<file path="config.mk">
export PLATFORM = sky130hd
export DESIGN_NAME = imem_loader
export DESIGN_NICKNAME = d
export VERILOG_FILES = /design/src/rtl/imem_loader.sv
export SDC_FILE = /design/constraint.sdc
export NUM_CORES = 1
export LEC_CHECK = 0
export CAP_MARGIN = 20
export CORE_MARGIN = 1.5
export CORE_UTILIZATION = 38
export CTS_CLUSTER_DIAMETER = 30
export CTS_CLUSTER_SIZE = 25
export DETAILED_ROUTE_END_ITERATION = 16
export PLACE_DENSITY = 0.58
export SLEW_MARGIN = 25
export SYNTH_ARGS = -nofsm -noshare
export SYNTH_HDL_FRONTEND = slang
export SYNTH_SLANG_ARGS = --single-unit
</file>
<file path="constraint.sdc">
create_clock -name clk -period 6.07 [get_ports clk]
set_input_delay 1.214 -clock clk [delete_from_list [all_inputs] [get_ports clk]]
set_output_delay 1.214 -clock clk [all_outputs]
set_load 0.02 [all_outputs]
</file>
<file path="src/rtl/imem_loader.sv">
// Instruction-memory loader: unpacks a length-prefixed big-endian byte stream into 32-bit words,
// writes them from address 0 upward and holds the CPU in reset until the program is in place.
module imem_loader #(
  parameter int unsigned ADDR_WIDTH = 8
) (
  input  logic                  clk,
  input  logic                  reset,
  input  logic                  in_valid,
  input  logic [7:0]            in_data,
  output logic                  in_ready,
  output logic                  imem_we,
  output logic [ADDR_WIDTH-1:0] imem_addr,
  output logic [31:0]           imem_wdata,
  output logic                  cpu_reset,
  output logic                  done,
  output logic                  error
);

  localparam int unsigned Depth = 1 << ADDR_WIDTH;

  typedef enum logic [2:0] {
    StLenHi,
    StLenLo,
    StWord,
    StWrite,
    StDone,
    StError
  } state_e;

  state_e                r_state;
  logic [15:0]           r_count;
  logic [ADDR_WIDTH-1:0] r_widx;
  logic [1:0]            r_bidx;
  logic [31:0]           r_shift;
  logic [ADDR_WIDTH-1:0] r_addr;
  logic [31:0]           r_wdata;

  logic        w_accept;
  logic [15:0] w_len;
  logic        w_last;

  assign w_accept = in_valid && in_ready;
  assign w_len    = {r_count[15:8], in_data};
  assign w_last   = (32'(r_widx) == (32'(r_count) - 32'd1));

  always_ff @(posedge clk) begin
    if (reset) begin
      r_state <= StLenHi;
      r_count <= '0;
      r_widx  <= '0;
      r_bidx  <= '0;
      r_shift <= '0;
      r_addr  <= '0;
      r_wdata <= '0;
    end else begin
      unique case (r_state)
        StLenHi: begin
          if (w_accept) begin
            r_count[15:8] <= in_data;
            r_state       <= StLenLo;
          end
        end
        StLenLo: begin
          if (w_accept) begin
            r_count[7:0] <= in_data;
            r_widx       <= '0;
            r_bidx       <= '0;
            if (w_len == 16'd0) begin
              r_state <= StDone;
            end else if (32'(w_len) > Depth) begin
              r_state <= StError;
            end else begin
              r_state <= StWord;
            end
          end
        end
        StWord: begin
          if (w_accept) begin
            r_shift <= {r_shift[23:0], in_data};
            r_bidx  <= r_bidx + 2'd1;
            // Latch address and word here so both hold steady after the write cycle.
            if (r_bidx == 2'd3) begin
              r_addr  <= r_widx;
              r_wdata <= {r_shift[23:0], in_data};
              r_state <= StWrite;
            end
          end
        end
        StWrite: begin
          if (w_last) begin
            r_state <= StDone;
          end else begin
            r_widx  <= r_widx + 1'b1;
            r_bidx  <= '0;
            r_state <= StWord;
          end
        end
        default: r_state <= r_state;
      endcase
    end
  end

  assign in_ready   = (r_state == StLenHi) || (r_state == StLenLo) || (r_state == StWord);
  assign imem_we    = (r_state == StWrite);
  assign imem_addr  = r_addr;
  assign imem_wdata = r_wdata;
  assign cpu_reset  = (r_state != StDone);
  assign done       = (r_state == StDone);
  assign error      = (r_state == StError);

endmodule

</file>
After elaboration in Yosys (flattened, before gate mapping)
Index checks and enable logic that the tools add are counted.
{"block": "word_totals", "regBits": 93, "out_inout_bits": 45}
{"block": "classes", "addsub": 3, "magnitude_cmp": 1, "eq_ne": 13, "mux": 15, "reduce_logical": 15}
{"operator": "equality test 8 x 32 -> 1 bit", "n": 1}
{"operator": "two-way mux 3 bit", "n": 7}
{"operator": "subtractor 16 x 1 -> 17 bit, second input constant", "n": 1}
{"operator": "greater-than comparator 16 x 9 -> 1 bit, second input constant", "n": 1}
{"operator": "logical NOT 16 bit", "n": 1}
{"operator": "two-way mux 8 bit", "n": 2}
{"operator": "case mux 8 bit (2 select lines)", "n": 1}
{"operator": "case mux 3 bit (4 select lines)", "n": 1}
{"operator": "!= test 2 bit, second input constant", "n": 5}
{"operator": "adder 8 x 1 -> 8 bit, second input constant", "n": 1}
{"operator": "equality test 3 x 2 -> 1 bit, second input constant", "n": 2}
{"operator": "equality test 3 bit, second input constant", "n": 2}
{"operator": "two-way mux 2 bit", "n": 3}
{"operator": "case mux 2 bit (3 select lines)", "n": 1}
{"operator": "AND reduction 2 bit", "n": 3}
{"operator": "AND reduction 3 bit", "n": 2}
{"operator": "AND reduction 5 bit", "n": 1}
{"operator": "AND reduction 4 bit", "n": 1}
{"operator": "nonzero test 4 bit", "n": 1}
{"operator": "equality test 3 x 1 -> 1 bit, second input constant", "n": 1}
{"operator": "logical NOT 3 bit", "n": 1}
{"operator": "!= test 3 bit, second input constant", "n": 1}
{"operator": "nonzero test 3 bit", "n": 1}
{"operator": "adder 2 x 1 -> 2 bit, second input constant", "n": 1}
{"operator": "other kinds (4)", "n": 5}

Depth between registers and ports, before layout
Gate-level depths: netlist of run 1.
{"block": "depth", "ltp_word": 6, "mapped_depth": 12, "mapped_depth_nobuf": 9}

Worst setup path after synthesis of run 1
Ideal clock, no wire load.
{"block": "synth_path", "path_kind": "reg2reg", "start": "reg r_count[0]", "end": "reg r_widx[0]", "setup_ps": 123, "arrival_ps": 2680, "t_required_ps": 5947, "setup_slack_ps": 3267, "stages_incl_launch_ff": 12, "n_path_buf": 2, "period_less_slack_ps": 2803, "cell_sequence": "dfxtp_1 > clkbuf_1 > inv_1 > ha_1 > buf_2 > or4b_4 > nor4_1 > nor3_2 > nor4b_1 > and4_4 > nand2b_2 > mux2_1"}
{"block": "synth_via", "elab_chain_len": 4}
{"element": "from (decl)", "line": "31", "rtl": "logic [15:0] r_count;"}
{"element": "from (signal assigned)", "line": "65", "rtl": "r_count[7:0] <= in_data;"}
{"element": "subtractor 16 x 1 -> 17 bit", "line": "44", "rtl": "assign w_last = (32'(r_widx) == (32'(r_count) - 32'd1));"}
{"element": "equality test 8 x 32 -> 1 bit", "line": "44"}
{"element": "!= test 2 bit (no line)"}
{"element": "AND reduction 3 bit (no line)"}
{"element": "to (signal assigned)", "line": "93", "rtl": "r_widx <= r_widx + 1'b1;"}
{"element": "to (decl)", "line": "32", "rtl": "logic [ADDR_WIDTH-1:0] r_widx;"}
Every way passes these cells.
A chain may end at the register's enable or synchronous reset.

Worst setup path after layout of run 1
{"block": "layout_path", "start": "reg r_state[1]", "end": "out imem_we"}
{"block": "layout_via", "elab_chain_len": 1}
{"element": "from (decl)", "line": "30", "rtl": "state_e r_state;"}
{"element": "from (signal assigned)", "line": "48", "rtl": "r_state <= StLenHi;"}
{"element": "from (signal assigned)", "line": "60", "rtl": "r_state <= StLenLo;"}
{"element": "from (signal assigned)", "line": "69", "rtl": "r_state <= StDone;"}
{"element": "equality test 3 x 2 -> 1 bit", "line": "104", "rtl": "assign imem_we = (r_state == StWrite);"}
{"element": "to (decl)", "line": "11", "rtl": "output logic imem_we,"}
Every way passes these cells.

==> results by group, run 1 <==
Outcome
  – Status: finished clean

Finish
  – Most frequent cells in the layout: 172 x nand2_1, 94 x a21oi_1, 93 x dfxtp_1, 54 x clkdlybuf4s50_1, 15 x nor3_1
  – Most common cell after layout, fill and taps aside: nand2_1
  – Final-stage net count: between 500 and 600
  – Fillers: between 1000 and 1500
  – Area Growth Syn to Fin: 19.9%
  – Diode count: 0
  – Area of the multi-input gates: 1980 sq um
  – Layout cell share with drive strength beyond 1: ~4.8%
  – Final Instance Area: 4830 sq um
  – Sequential cell area: ~1900 sq um

Logic synthesis
  – Unique cell type count in the Yosys netlist: 55
  – Synthesis Warnings: 0
  – Sequential share of the synthesized area: approximately 46%
  – Post-Synthesis Cells: 530
  – #FFs+latches synth: 93
  – Share of flip-flops with an asynchronous set or reset: 0%
  – EDFF count, synth: 0
  – Post-synth top flop: dfxtp_1
  – Cell Area, Synth: just over 4000 sq um
  – Syn_nets: 544
  – Syn Area/Cell: roughly 7.6 sq um

Timing
  – Fmax achieved: about 310 MHz
  – Clock skew: 0.0101 ns
  – Pins Over Slew Limit: 0
  – Headroom to the max-slew limit: 34.9%
  – Unrepaired setup endpoints after global routing: no
  – Final period utilization: 52.6%
  – Setup TNS: 0 ns
  – Setup ws final: 2.87 ns
  – Setup violators final: 0
  – Slew @ Worst Pin: approximately 1 ns
  – Hold WS: around 0.46 ns
  – Period minus WS final: ~3.2 ns
  – Final hold vios: 0

Worst setup path
  – Bufs and invs on worst path: 2
  – Worst Setup Start Kind: register
  – CP top delay family: buffers and inverters
  – CP arrival: around 2.0 ns
  – CP peak stage delay: 0.67 ns
  – Cell Chain, Critical Path: nand3_1, inv_1, clkdlybuf4s50_1
  – Crit path kind: reg -> out
  – Required @ worst endpoint: between 4 and 5 ns
  – Worst Path Max Fanout: 18
  – Critical path endpoint category: output port
  – Slowest CP cell: dfxtp_1

Flow run
  – Maxcap violations: 0

Clocking
  – Clk_lat worst skew: roughly 0.36 ns
  – CTS tree: yes
  – # clock sinks: a little over 90
  – CTS max path bufs: 2
  – Clk root buf: clkbuf_8
  – Post_cts resized: 0
  – CTS buffer count: 9
  – Postcts setup bufs: 0
  – CTS HTree Levels: 3
  – Hold_buf cts: 0
  – CTS clk-pin slew, worst paths: 0.10 ns

Pwr
  – P_leak: about 1.6 nW
  – Total power: around 1.2 mW
  – PD cells: ~250 nW/um^2
  – VDD IR-drop max: roughly 0.094 mV

Routing
  – DR vias/cell: 5.21
  – Initial DRC Count: around 170
  – Vias: approximately 3700
  – Routed wire per std cell: between 10 and 15 microns
  – DRC: 0
  – Antenna Nets Post-Route: 0
  – Routed WL: between 9 and 10 mm
  – DR pass1 iterations: 4

Global route
  – First-pass GRT wire length: between 15 and 20 mm
  – Largest net degree at the start of global routing: 91
  – Initial antenna violation count: 0
  – GRT Residual Overflow: 0
  – Vias in the first global route: 3373
  – Total GRT Usage: 17.8%

Placement
  – Detail Placement HPWL: 6.43 mm
  – Port Buffers: 55
  – Pre-CTS WS: ~2.5 ns
  – DP Area: around 4600 sq um
  – Final GP Congestion: approximately 0.85

Die
  – Chip width: 106 microns
  – DIE AREA: ~11000 sq um
  – Die H: 106 microns
  – Io pins: 56
  – Row count: 37
  – Core box area: between 10000 and 15000 sq um
  – Initial core utilization: about two fifths

Worst hold path
  – Tightest Hold Check Type: reg -> reg
[flip-flops by register name, indices dropped and copies added, names as in the netlist]
register,count
r_state,3
r_bidx,2
r_widx,8
r_count,16
imem_wdata,32
imem_addr,8
r_shift,24
[cells by family after synthesis]
group                      count (synthesis)  synth area share [%]
and+or+nand+nor                          250                  27.8
AOI/OAI and AO/OA                        126                  17.4
DFF                                       93                  46.2
buffers and inverters                     45                  4.69
xor gates and xnor gates                  10                  2.17
muxes                                      3                 0.807
adders and majority gates                  3                 0.931
[where the power goes]
group / total [mW] / switching (mW) / internal, mW
Clock: 0.439 / 0.238 / 0.201
Sequential: 0.642 / 0.0214 / 0.621
Combinational: 0.134 / 0.0805 / 0.0538
Total: 1.21 / 0.340 / 0.875
[final timing paths]
check	start	to	slack (ns)	depth (start not counted)
min reg2reg	imem_addr[0]	imem_addr[0]	0.46	2
max reg2reg	r_count[0]	r_widx[1]	2.93	9
max	r_state[1]	imem_we	2.87	3
min	imem_addr[0]	imem_addr[0]	0.46	2
[final cells by class]
| class | instances | area share [%] |
|---|---|---|
| Tap cell | 136 | 3.52 |
| Sequential cell | 93 | 38.5 |
| Inverter | 8 | 0.621 |
| Clock inverter | 7 | 1.79 |
| Clock buffer | 9 | 2.56 |
| Multi-Input combinational cell | 392 | 41.1 |
| Timing Repair Buffer | 59 | 11.9 |
[cells in the mapped netlist, types with 3 or more instances]
cell type	count	area [sq um]
a21oi_1	94	470
and3_1	4	25.0
buf_2	3	15.0
clkbuf_1	30	113
dfxtp_1	93	1860
ha_1	3	37.5
inv_1	7	26.3
nand2_1	172	646
nand2b_1	7	43.8
nand3_1	4	20.0
nand3b_1	3	22.5
nand4_1	5	31.3
nor2_1	11	41.3
nor2b_1	3	18.8
nor3_1	15	75.1
nor4_1	5	31.3
o21ai_0	8	40.0
o21ai_1	5	25.0
or3_1	7	43.8
xnor2_1	3	26.3
xor2_1	7	61.3
[layer usage]
metal | GRT usage [%] | vias to the layer above | wire length [microns]
met3 | 3.25 | 11 | 423
met2 | 26.4 | 85 | 4200
li1 | - | 1873 | -
met4 | 6.95 | 0 | 121
met5 | 0 | - | 0
met1 | 25.5 | 1697 | 4680
[worst min-delay path: stages (launching register included)]
cell and delay (ns):
dfxtp_1 0.32, nand2_1 0.05, a21oi_1 0.05
[metrics by stage]
stage / cells / utilization [%]
CTS: 704 / 46.8
detailed placement: 688 / 44.8
floorplan: 530 / -
finish: 704 / 46.8
global placement: 688 / 44.8
global route: 704 / 46.8
No activity file was read; power rests on OpenSTA's default activity.
==> run 2: changes to the inputs <==
--- a/config.mk
+++ b/config.mk
@@ -11,7 +11,7 @@
 export CTS_CLUSTER_DIAMETER = 30
 export CTS_CLUSTER_SIZE = 25
 export DETAILED_ROUTE_END_ITERATION = 16
-export PLACE_DENSITY = 0.58
+export PLACE_DENSITY = 0.6
 export SLEW_MARGIN = 25
 export SYNTH_ARGS = -nofsm -noshare
 export SYNTH_HDL_FRONTEND = slang
==> constraint.sdc (replaced) <==
create_clock -name clk -period 2.89 [get_ports clk]
set_input_delay 0.578 -clock clk [delete_from_list [all_inputs] [get_ports clk]]
set_output_delay 0.578 -clock clk [all_outputs]
set_load 0.02 [all_outputs]
==> results by group, run 2 (synthesis gave the netlist of run 1 again) <==
Global route
  – First-pass GRT wire length: 17.1 mm
  – Initial antenna violation count: 0
  – Largest net degree at the start of global routing: 59
  – Total GRT Usage: 18.9%
  – GRT Residual Overflow: 0
  – Vias in the first global route: about 3400

Worst setup path
  – Crit path kind: reg -> reg
  – Required @ worst endpoint: 3.14 ns
  – CP top delay family: simple AND/OR/NAND/NOR gates
  – CP peak stage delay: 0.48 ns
  – Critical path endpoint category: register
  – CP arrival: approximately 2.9 ns
  – Worst Path Max Fanout: 8
  – Bufs and invs on worst path: 1
  – Slowest CP cell: or4b_4
  – Cell Chain, Critical Path: inv_1, ha_1, or4b_4, nor4_1, nor3_2, nor4b_1, and4_4, nand2b_2, mux2_1
  – Worst Reg2Reg Path Length in Cells: 9
  – Register-to-register setup slack: between 0.15 and 0.2 ns
  – Worst Setup Start Kind: register
  – Critical R2R Capture: r_widx[0]
  – R2R Path Start: r_count[0]

Placement
  – Port Buffers: 55
  – Final GP Congestion: approximately 0.9
  – Detail Placement HPWL: about 7.0 mm
  – Pre-CTS WS: a little under 0.2 ns
  – Dpl cells: 702

Finish
  – Most frequent cells in the layout: 172 x nand2_1, 94 x a21oi_1, 93 x dfxtp_1, 54 x clkdlybuf4s50_1
  – Area Growth Syn to Fin: 23.6%
  – Most common cell after layout, fill and taps aside: nand2_1
  – Max reg flops: 32
  – Layout cell share with drive strength beyond 1: under 10%
  – Post-Layout Cell Count: around 720
  – Area of the multi-input gates: about 2000 sq um
  – Fillers: 1061
  – Diode count: 0
  – Final-stage net count: slightly below 600
  – Sequential cell area: roughly 1900 sq um

Timing
  – Clock skew: roughly 0.0094 ns
  – Unrepaired setup endpoints after global routing: no
  – Setup TNS: 0 ns
  – Pins Over Slew Limit: 0
  – Final hold vios: 0
  – Setup ws final: roughly 0.20 ns
  – Fmax achieved: about 370 MHz
  – Final period utilization: between 90% and 100%
  – Headroom to the max-slew limit: between 50 and 60%
  – Setup violators final: 0
  – Slew @ Worst Pin: about 0.69 ns
  – Period minus WS final: 2.69 ns

Pwr
  – Net Switching: just under 0.7 mW
  – Logic pwr share: 12.0%
  – Switch share: between 20% and 30%
  – PD cells: around 520 nW/um^2
  – Total power: about 2.6 mW
  – Sequential share of power: a little over 50%
  – P_leak: approximately 1.7 nW
  – VDD IR-drop max: around 0.22 mV
  – P_int: around 1.9 mW
  – Power share of the clock group: a little over a third

Die
  – Die H: ~110 microns
  – Chip width: ~110 microns
  – Row count: 37
  – DIE AREA: approximately 11000 sq um
  – Io pins: between 50 and 60
  – Initial core utilization: about two fifths
  – Core box area: approximately 10000 sq um

Routing
  – DR vias/cell: 5.15
  – Routed wire per std cell: 13.9 microns
  – Initial DRC Count: 162
  – DRC: 0
  – Antenna Nets Post-Route: 0
  – DR pass1 iterations: 4
  – Routed WL: approximately 10 mm
  – Vias: between 3000 and 4000

Clocking
  – CTS max path bufs: 2
  – CTS tree: yes
  – Clk root buf: clkbuf_8
  – Postcts setup bufs: 0
  – CTS clk-pin slew, worst paths: about 0.10 ns
  – Clk_lat worst skew: ~0.35 ns
  – Hold_buf cts: 0
  – Post_cts resized: 0
  – CTS buffer count: 9
  – CTS HTree Levels: 3
  – # clock sinks: 93

Worst hold path
  – Hold depth: 2
  – Tightest Hold Check Type: reg -> reg
  – Hold EP: imem_wdata[24]
  – Hold Startpoint: r_shift[16]

Flow run
  – Maxcap violations: 0

Outcome
  – Status: finished clean
==> run 2: cell count changes in the layout (fill, tap and decap cells not counted), sizes merged <==
cell and delta:
clkinv +1, inv -3, buf +14, bufinv +1
==> run 2: cell type report <==
class	count	area share, %
Clock buffer	9	2.49
Sequential cell	93	37.4
Tap cell	136	3.42
Multi-Input combinational cell	392	39.8
Inverter	8	0.603
Timing Repair Buffer	73	14.4
Clock inverter	6	1.88
==> run 2: per-stage QoR <==
stage	hold WS (ns)	utilization, %	instance area, sq um
final	0.454	48.3	4980
after floorplan	0.432	-	4030
after CTS	0.458	48.3	4980
after global placement	0.443	46.2	4760
after global routing	0.479	48.3	4980
after detailed placement	0.447	46.2	4760
==> run 2: tightest hold or removal path: cells and delay by family, from the launching register on <==
kind,cells,cell delay (ns)
compound gates,1,0.05
flops,1,0.32
simple gates,1,0.05
==> run 2: per-layer routing <==
layer	up-vias	GRT usage (%)	part of all wire [%]
met5	-	0	0
met4	0	6.37	1.0
met3	8	3.00	4.3
met2	92	28.9	45
met1	1708	27.0	50
li1	1885	-	-
==> run 2: worst max-delay path by stage <==
stage	from	to	slack, ns	cells past startpoint
floorplan	r_count[0]	r_widx[0]	0.09	11
global placement	r_count[0]	r_widx[1]	0.25	9
detailed placement	r_count[0]	r_widx[0]	0.20	9
CTS	r_count[0]	r_widx[0]	0.18	9
global route	r_count[0]	r_widx[1]	0.02	9
finish	r_count[0]	r_widx[0]	0.20	9
==> run 2: power groups by stage <==
stage / Sequential, mW / Clock [mW] / Combinational (mW)
2_1_floorplan: 1.35 / 0 / 0.227
3_3_place_gp: 1.37 / 0 / 0.316
3_5_place_dp: 1.37 / 0 / 0.312
4_1_cts: 1.34 / 0.980 / 0.315
5_1_grt: 1.35 / 1.04 / 0.349
6_report: 1.34 / 0.951 / 0.314
==> run 3: changes to the inputs <==
--- a/config.mk
+++ b/config.mk
@@ -11,7 +11,7 @@
 export CTS_CLUSTER_DIAMETER = 30
 export CTS_CLUSTER_SIZE = 25
 export DETAILED_ROUTE_END_ITERATION = 16
-export PLACE_DENSITY = 0.6
+export PLACE_DENSITY = 0.58
 export SLEW_MARGIN = 25
 export SYNTH_ARGS = -nofsm -noshare
 export SYNTH_HDL_FRONTEND = slang
==> constraint.sdc (replaced) <==
create_clock -name clk -period 3.4 [get_ports clk]
set_input_delay 0.68 -clock clk [delete_from_list [all_inputs] [get_ports clk]]
set_output_delay 0.68 -clock clk [all_outputs]
set_load 0.02 [all_outputs]
==> results by group, run 3 (synthesis gave the netlist of run 1 again) <==
Worst setup path
  – Worst Path Max Fanout: 14
  – Worst Reg2Reg Path Length in Cells: 9
  – Critical path endpoint category: register
  – Worst Setup Start Kind: register
  – Bufs and invs on worst path: 1
  – CP peak stage delay: roughly 0.53 ns
  – CP arrival: roughly 3.3 ns
  – Slowest CP cell: or4b_4
  – Required @ worst endpoint: 3.65 ns
  – Critical R2R Capture: r_widx[0]
  – R2R Path Start: r_count[0]
  – Register-to-register setup slack: around 0.32 ns
  – Crit path kind: reg -> reg
  – Cell Chain, Critical Path: inv_1, ha_1, or4b_4, nor4_1, nor3_2, nor4b_1, and4_4, nand2b_2, mux2_1
  – CP top delay family: simple AND/OR/NAND/NOR gates

Placement
  – Pre-CTS WS: about 0.34 ns
  – Port Buffers: 55
  – Detail Placement HPWL: ~6.7 mm
  – Final GP Congestion: 0.856

Global route
  – GRT Residual Overflow: 0
  – Total GRT Usage: between 10% and 20%
  – Largest net degree at the start of global routing: 68
  – First-pass GRT wire length: approximately 17 mm
  – Vias in the first global route: 3454
  – Initial antenna violation count: 0

Timing
  – Final hold vios: 0
  – Setup ws final: approximately 0.32 ns
  – Setup violators final: 0
  – Pins Over Slew Limit: 0
  – Period minus WS final: between 3 and 4 ns
  – Unrepaired setup endpoints after global routing: no
  – Headroom to the max-slew limit: roughly 44%
  – Fmax achieved: 324 MHz
  – Slew @ Worst Pin: 0.830 ns
  – Setup TNS: 0 ns
  – Final period utilization: between 90% and 100%
  – Clock skew: roughly 0.0093 ns

Pwr
  – PD cells: about 450 nW/um^2
  – Sequential share of power: a little over half
  – Switch share: 26.2%
  – Net Switching: slightly below 0.6 mW
  – P_leak: 1.61 nW
  – Logic pwr share: around 11%
  – P_int: between 1.5 and 2 mW
  – VDD IR-drop max: 0.195 mV
  – Power share of the clock group: 37.0%

Finish
  – Most frequent cells in the layout: 172 x nand2_1, 94 x a21oi_1, 93 x dfxtp_1, 54 x clkdlybuf4s50_1, 15 x nor3_1
  – Diode count: 0
  – Util after Layout: approximately 47%
  – Layout cell share with drive strength beyond 1: under 10%
  – Max reg flops: 32
  – Final-stage net count: just under 600
  – Most common cell after layout, fill and taps aside: nand2_1
  – Area Growth Syn to Fin: 20.8%

Routing
  – Initial DRC Count: about 160
  – Vias: between 3000 and 4000
  – DRC: 0
  – Routed WL: roughly 9.7 mm
  – Antenna Nets Post-Route: 0
  – DR pass1 iterations: 4
  – DR vias/cell: roughly 5.1
  – Routed wire per std cell: approximately 14 microns

Clocking
  – CTS HTree Levels: 3
  – # clock sinks: between 90 and 100
  – Clk_lat worst skew: approximately 0.35 ns
  – Post_cts resized: 0
  – Postcts setup bufs: 0
  – Hold_buf cts: 0
  – CTS tree: yes
  – CTS clk-pin slew, worst paths: ~0.09 ns
  – Clk root buf: clkbuf_8
  – CTS buffer count: 9
  – CTS max path bufs: 2

Die
  – Row count: 37
  – Core box area: 10300 sq um
  – Chip width: between 100 and 150 microns
  – DIE AREA: 11200 sq um
  – Die H: roughly 110 microns
  – Initial core utilization: 39.0%
  – Io pins: 56

Worst hold path
  – Hold EP: r_shift[23]
  – Hold depth: 2
  – Hold Startpoint: r_shift[23]
  – Tightest Hold Check Type: reg -> reg

Flow run
  – Maxcap violations: 0

Outcome
  – Status: finished clean
run 3: cell types whose count changed in the layout (fill, tap and decap cells not counted), sizes merged:
cell  before  now
buf       19    7
run 3: final cells by class:
cell class | instances | area, sq um
inverter | 8 | 30.0
fill | 1081 | 5460
tap | 136 | 170
multi-input combinational | 392 | 1980
clock buffer | 9 | 124
clock inverter | 6 | 93.8
timing repair buffer | 61 | 603
sequential | 93 | 1860
run 3: routing by layer:
| layer | wire length [microns] | global-route usage [%] | vias up |
|---|---|---|---|
| met3 | 381 | 2.51 | 7 |
| met4 | 91 | 6.27 | 0 |
| met2 | 4400 | 28.5 | 65 |
| li1 | - | - | 1866 |
| met1 | 4830 | 26.0 | 1657 |
| met5 | 0 | 0 | - |
run 3: worst max-delay path by stage:
stage | startpoint | slack [ns] | endpoint | cells after the start
3_3_place_gp | r_count[0] | 0.46 | r_widx[1] | 9
6_report | r_count[0] | 0.32 | r_widx[0] | 9
2_1_floorplan | r_count[0] | 0.60 | r_widx[0] | 11
3_5_place_dp | r_count[0] | 0.34 | r_widx[0] | 9
5_1_grt | r_count[0] | 0.13 | r_widx[1] | 9
4_1_cts | r_count[0] | 0.32 | r_widx[0] | 9
run 3: tightest hold or removal path: cells and delay by family (launching register included):
kind	cells	cell delay (ns)
and+or+nand+nor	1	0.05
AOI/OAI and AO/OA	1	0.05
DFF	1	0.32
run 3: power by group through the flow:
stage / sequential, mW / clock [mW] / combinational, mW
6_report: 1.15 / 0.815 / 0.241
5_1_grt: 1.15 / 0.887 / 0.273
4_1_cts: 1.15 / 0.840 / 0.242
3_5_place_dp: 1.17 / 0 / 0.240
3_3_place_gp: 1.17 / 0 / 0.242
2_1_floorplan: 1.15 / 0 / 0.193
run 3: metrics by stage:
stage                     total power, mW  std cells  hold WS [ns]  cell area [sq um]
final                                2.20        705         0.457               4870
after global routing                 2.31        705         0.477               4870
after global placement               1.41        690         0.442               4650
after floorplan                      1.34        530         0.432               4030
after CTS                            2.23        705         0.459               4870
after detailed placement             1.41        690         0.447               4650
